File: src/rtl/aurora_reset_sequencer.sv
// aurora_reset_sequencer
//
// Brings up one or more Aurora channels: holds the GT and the core in reset
// for fixed intervals, waits for a debounced channel_up, and re-runs the whole
// sequence if the link does not come up in time. After too many attempts the
// channel parks in a failed state until force_reinit or RST.
//
// Ports
//   init_clk           clock, rising edge
//   RST                synchronous active-high reset
//   channel_up[N]      per-channel CORE_STATUS channel_up (asynchronous)
//   force_reinit[N]    one-cycle pulse, restarts that channel's sequence
//   gt_reset[N]        to Aurora gt_reset
//   reset_Aurora[N]    to Aurora reset
//   reset_TX_RX_Block[N] to the FIFO bridge resets, low only while linked
//   link_ok[N]         high while the channel is linked
//   link_fail[N]       high while the channel has given up
//   retry_cnt[4N]      per-channel retry count, channel i at [4i+3:4i]
module aurora_reset_sequencer #(
    parameter int N_CH      = 1,
    parameter int GT_HOLD   = 14,
    parameter int CORE_HOLD = 4,
    parameter int DEB_LEN   = 8,
    parameter int TIMEOUT   = 4096,
    parameter int MAX_RETRY = 3
) (
    input  logic                init_clk,
    input  logic                RST,
    input  logic [N_CH-1:0]     channel_up,
    input  logic [N_CH-1:0]     force_reinit,
    output logic [N_CH-1:0]     gt_reset,
    output logic [N_CH-1:0]     reset_Aurora,
    output logic [N_CH-1:0]     reset_TX_RX_Block,
    output logic [N_CH-1:0]     link_ok,
    output logic [N_CH-1:0]     link_fail,
    output logic [4*N_CH-1:0]   retry_cnt
);

    typedef enum logic [2:0] {
        RESET_GT   = 3'd0,
        RESET_CORE = 3'd1,
        WAIT_UP    = 3'd2,
        DEBOUNCE   = 3'd3,
        LINKED     = 3'd4,
        FAILED     = 3'd5
    } state_t;

    // One shared counter per channel serves the two hold phases, the WAIT_UP
    // timer and the debounce count, since only one is live in any state.
    localparam int HOLD_MAX = (GT_HOLD > CORE_HOLD) ? GT_HOLD : CORE_HOLD;
    localparam int CNT_MAX  = (TIMEOUT > HOLD_MAX) ? TIMEOUT : HOLD_MAX;
    localparam int CNT_W    = $clog2(CNT_MAX + 1);
    localparam int RETRY_W  = (MAX_RETRY < 1) ? 1 : $clog2(MAX_RETRY + 1);

    localparam logic [CNT_W-1:0]   GT_LAST   = CNT_W'(GT_HOLD - 1);
    localparam logic [CNT_W-1:0]   CORE_LAST = CNT_W'(CORE_HOLD - 1);
    localparam logic [CNT_W-1:0]   DEB_LAST  = CNT_W'(DEB_LEN - 1);
    localparam logic [CNT_W-1:0]   TO_LAST   = CNT_W'(TIMEOUT - 1);
    localparam logic [RETRY_W-1:0] RETRY_MAX = RETRY_W'(MAX_RETRY);

    for (genvar gi = 0; gi < N_CH; gi++) begin : g_ch
        logic               ch_up_meta_reg = 1'b0;
        logic               ch_up_s_reg    = 1'b0;
        state_t             state_reg      = RESET_GT;
        state_t             state_next;
        logic [CNT_W-1:0]   cnt_reg        = '0;
        logic [CNT_W-1:0]   cnt_next;
        logic [RETRY_W-1:0] retry_reg      = '0;
        logic [RETRY_W-1:0] retry_next;

        logic               gt_reg         = 1'b1;
        logic               ra_reg         = 1'b1;
        logic               txrx_reg       = 1'b1;
        logic               ok_reg         = 1'b0;
        logic               fail_reg       = 1'b0;
        logic [RETRY_W-1:0] retry_out_reg  = '0;
        logic               gt_next;
        logic               ra_next;
        logic               txrx_next;
        logic               ok_next;
        logic               fail_next;

        // Two-flop synchroniser for the asynchronous channel_up.
        always_ff @(posedge init_clk) begin
            if (RST) begin
                ch_up_meta_reg <= 1'b0;
                ch_up_s_reg    <= 1'b0;
            end else begin
                ch_up_meta_reg <= channel_up[gi];
                ch_up_s_reg    <= ch_up_meta_reg;
            end
        end

        // State register plus the registered output decode.
        always_ff @(posedge init_clk) begin
            if (RST) begin
                state_reg     <= RESET_GT;
                cnt_reg       <= '0;
                retry_reg     <= '0;
                gt_reg        <= 1'b1;
                ra_reg        <= 1'b1;
                txrx_reg      <= 1'b1;
                ok_reg        <= 1'b0;
                fail_reg      <= 1'b0;
                retry_out_reg <= '0;
            end else begin
                state_reg     <= state_next;
                cnt_reg       <= cnt_next;
                retry_reg     <= retry_next;
                gt_reg        <= gt_next;
                ra_reg        <= ra_next;
                txrx_reg      <= txrx_next;
                ok_reg        <= ok_next;
                fail_reg      <= fail_next;
                retry_out_reg <= retry_reg;
            end
        end

        // Next-state logic. force_reinit is checked first so it wins over
        // channel_up and the timeout in the same cycle.
        always_comb begin
            state_next = state_reg;
            cnt_next   = cnt_reg;
            retry_next = retry_reg;
            if (force_reinit[gi]) begin
                state_next = RESET_GT;
                cnt_next   = '0;
                retry_next = '0;
            end else begin
                case (state_reg)
                    RESET_GT: begin
                        if (cnt_reg == GT_LAST) begin
                            state_next = RESET_CORE;
                            cnt_next   = '0;
                        end else begin
                            cnt_next = cnt_reg + 1'b1;
                        end
                    end
                    RESET_CORE: begin
                        if (cnt_reg == CORE_LAST) begin
                            state_next = WAIT_UP;
                            cnt_next   = '0;
                        end else begin
                            cnt_next = cnt_reg + 1'b1;
                        end
                    end
                    WAIT_UP: begin
                        if (ch_up_s_reg) begin
                            // The sample that triggers the move is the first
                            // good one, so debounce starts at 1.
                            state_next = DEBOUNCE;
                            cnt_next   = CNT_W'(1);
                        end else if (cnt_reg == TO_LAST) begin
                            cnt_next = '0;
                            if (retry_reg < RETRY_MAX) begin
                                state_next = RESET_GT;
                                retry_next = retry_reg + 1'b1;
                            end else begin
                                state_next = FAILED;
                            end
                        end else begin
                            cnt_next = cnt_reg + 1'b1;
                        end
                    end
                    DEBOUNCE: begin
                        if (!ch_up_s_reg) begin
                            state_next = WAIT_UP;
                            cnt_next   = '0;
                        end else if (cnt_reg == DEB_LAST) begin
                            state_next = LINKED;
                            cnt_next   = '0;
                            retry_next = '0;
                        end else begin
                            cnt_next = cnt_reg + 1'b1;
                        end
                    end
                    LINKED: begin
                        // Link loss only drops back to waiting; the GT and
                        // core are left running.
                        if (!ch_up_s_reg) begin
                            state_next = WAIT_UP;
                            cnt_next   = '0;
                        end
                    end
                    FAILED: begin
                        state_next = FAILED;
                    end
                    default: begin
                        state_next = RESET_GT;
                        cnt_next   = '0;
                    end
                endcase
            end
        end

        // Output decode from the current state; registered above.
        always_comb begin
            gt_next   = 1'b1;
            ra_next   = 1'b1;
            txrx_next = 1'b1;
            ok_next   = 1'b0;
            fail_next = 1'b0;
            case (state_reg)
                RESET_CORE: gt_next = 1'b0;
                WAIT_UP, DEBOUNCE: begin
                    gt_next = 1'b0;
                    ra_next = 1'b0;
                end
                LINKED: begin
                    gt_next   = 1'b0;
                    ra_next   = 1'b0;
                    txrx_next = 1'b0;
                    ok_next   = 1'b1;
                end
                FAILED:  fail_next = 1'b1;
                default: ;
            endcase
        end

        assign gt_reset[gi]          = gt_reg;
        assign reset_Aurora[gi]      = ra_reg;
        assign reset_TX_RX_Block[gi] = txrx_reg;
        assign link_ok[gi]           = ok_reg;
        assign link_fail[gi]         = fail_reg;
        assign retry_cnt[4*gi +: 4]  = 4'(retry_out_reg);
    end

endmodule

File: config.mk
export PLATFORM = sky130hd
export DESIGN_NAME = aurora_reset_sequencer
export DESIGN_NICKNAME = d
export VERILOG_FILES = /design/src/rtl/aurora_reset_sequencer.sv
export SDC_FILE = /design/constraint.sdc
export NUM_CORES = 1
export LEC_CHECK = 0
export ABC_AREA = 1
export CORE_ASPECT_RATIO = 2
export CORE_MARGIN = 2
export CORE_UTILIZATION = 45
export CTS_CLUSTER_DIAMETER = 120
export DETAILED_ROUTE_END_ITERATION = 12
export DONT_BUFFER_PORTS = 1
export GPL_TIMING_DRIVEN = 0
export PLACE_DENSITY = 0.65
export SETUP_SLACK_MARGIN = 0.1
export SLEW_MARGIN = 30
export SYNTH_ARGS = -nofsm -noshare
export SYNTH_HDL_FRONTEND = slang
export SYNTH_SLANG_ARGS = --single-unit
File: constraint.sdc
create_clock -name init_clk -period 2.27 [get_ports init_clk]
set_clock_uncertainty 0.2 [all_clocks]
set_input_delay 0.454 -clock init_clk [delete_from_list [all_inputs] [get_ports init_clk]]
set_output_delay 0.454 -clock init_clk [all_outputs]
set_load 0.05 [all_outputs]
==> impl_metrics.toml <==
[status]
status = "finished clean"

[setup_path]
critPathArrivalTime_ns = 1.92
max_stage_delay_ns = 0.39
crit_path_max_fanout = 4
worst_path_max_delay_cell = "dfxtp_1"
crit_type = "reg2reg"
path_buf_inv = 0
r2r_slack_ns = 0.31
required_ns = 2.23
crit_chain = "ha_1 -> nand3_2 -> nor2_2 -> nand2_1 -> nand2_1 -> nand3_2 -> o21ai_0 -> nor2_1"
crit_path_end_kind = "register"
critPathTopFamily = "simple AND/OR/NAND/NOR gates"
cp-start-kind = "register"

[clocking]
clk_path_buf_depth = 2
cts_tree = "built"
cts_hold_buffers = 0
cts-root-buf = "clkbuf_8"
cts_resized = 0
cts_made_buffers = 3
cts_sinks = 27
ctsHtreeMaxLevel = 1
clk_latency_ns = 0.27
cts.clk_slew.worst_paths_ns = 0.09
cts_post_setup_buffers_inserted = 0

[synth]
netlist_area_sq_mm = 0.00158
syn_inst = 249
yosys-top-cells-count = "60 x nand2_1, 46 x nor2_1, 35 x inv_1, 27 x dfxtp_1, 16 x nand3_1"
synth.distinct_cells = 31
synth-seq-cells = 27
ys_warn_count = 0
synth_area_leaders = "dfxtp_1 34%, nand2_1 14%, nor2_1 11%"
yosysSeqAreaShare_pct = 34.2
yosys.area.top_type = "dfxtp_1"
synth_edf_count = 0
synth.most_common_cell = "nand2_1"
synth-main-ff-cell = "dfxtp_1"
synthDominantCellAreaShare_pct = 34.2
avgSynthCellArea_sq_um = 6.35
async_flop_share_pct = 0

[pwr]
intPower_uw = 611
p_per_area_mw_per_mm2 = 474
switching_share_pct = 22.8
p_leak_uw = 0.000771
p_clk_share_pct = 34.2
p_comb_share_pct = 5.3
peakVddDrop_uv = 293
seq_power_share_pct = 60.5
p_switching_uw = 180

[detailed_routing]
first_pass_iters = 4
first_iter_violations = 36
vias = 1505
routed_wl_um = 3540
avgViaCountPerCell = 5.26
postRouteAntennaNets = 0
drc = 0
wl_per_cell_um = 12.4

[layout]
drive_above_1_share_pct = 8.66
syn_to_final_growth_pct = 5.70
largest_reg_flops = 13
antenna_cells = 0
layoutNonFillerInstCount = 286
final_core_util_pct = 49.4
fillerInstances = 375
nNetsFinal = 262

[timing]
drv_slew = 0
setup-tns-final_ns = 0
tightest_slew_ns = 0.543
slew_headroom_pct = 63.5
fmax_ghz = 0.511
hold_slack_ns = 0.0833
period_share_pct = 86.2
setup_viol = 0
rsz0062_at_grt = "no"
final.min_clock_period_ns = 1.96
finalHoldViolations = 0

[die]
die_y_um = 87.8
ios = 13
die-area_sq_mm = 0.00403
rows = 30
coreArea_sq_mm = 0.00338
die_w_um = 45.9
initial_core_util_pct = 46.8

[placed_design]
dpl.hpwl_um = 2780
numPortBuffers = 0
gp_congestion = 0.877
dp.cells = 282

[grt]
grt_max_degree = 16
antenna_found_initial = 0
grt_pass1_wl_um = 6000
overflow = 0
grt_pass1_vias = 1453
grtUsageTotal_pct = 19.9

[flow_run]
cap_violations = 0

[hold_path]
hold_path_class = "in2reg"
## power groups by stage
stage                     Combinational (uW)  Clock [uW]  Sequential, uW
after floorplan                         33.6           0             490
final                                   41.9         270             479
after detailed placement                41.2           0             490
after global placement                  41.2           0             490
after global routing                    46.4         309             480
after CTS                               41.5         287             479
## final cells by class
type                       count  area, sq um  area share (%)
inverter                      38          145            8.69
tap                           32         40.0            2.40
multi-input combinational    181          873            52.3
clock inverter                 1         5.00           0.300
buffer                         4         25.0            1.50
clock buffer                   3         41.3            2.47
sequential                    27          541            32.4
## placed cells by master (no fill, tap or decap), types with 2 or more instances in the layout
master	n
nor2_1	46
ha_1	3
conb_1	2
xor2_1	2
o21ai_0	8
nand2_1	60
dfxtp_1	27
nand3_1	16
a21oi_1	11
nand4_1	6
buf_4	2
nor3_1	8
nand3_2	4
nand2_2	2
clkbuf_8	3
nor2_2	3
inv_1	35
## cell families (layout without fill, tap and decap cells)
kind of cell / Yosys count / count (layout) / synth area share (%)
adders and majority gates: 3 / 3 / 2.38
other: 1 / 2 / 0.237
and+or+nand+nor: 151 / 151 / 43.5
DFF: 27 / 27 / 34.2
xor gates and xnor gates: 3 / 3 / 1.66
AOI/OAI and AO/OA: 22 / 22 / 7.21
buffers and inverters: 42 / 46 / 10.8
## through the flow
step,setup slack (ns),instance area (sq um),total power [uW]
after global routing,0.104,1670,835
after CTS,0.321,1670,808
final,0.314,1670,791
after detailed placement,0.169,1620,531
after global placement,0.175,1620,531
after floorplan,0.612,1580,523
## metal layers
layer	track usage (%)	routed length, um	vias up
met3	1.86	84	19
met2	36.6	1960	28
met5	0	0	-
li1	-	-	782
met4	15.1	205	0
met1	18.3	1280	676
## path summary, 6_finish.rpt
path,startpoint,to,cells past startpoint
setup / recovery,g_ch[0].cnt_reg[0],g_ch[0].retry_reg[0],8
hold / removal,channel_up,g_ch[0].ch_up_meta_reg,2
setup reg to reg,g_ch[0].cnt_reg[0],g_ch[0].retry_reg[0],8
hold reg to reg,g_ch[0].ch_up_meta_reg,g_ch[0].ch_up_s_reg,2
(Power assumes the default switching activity.)
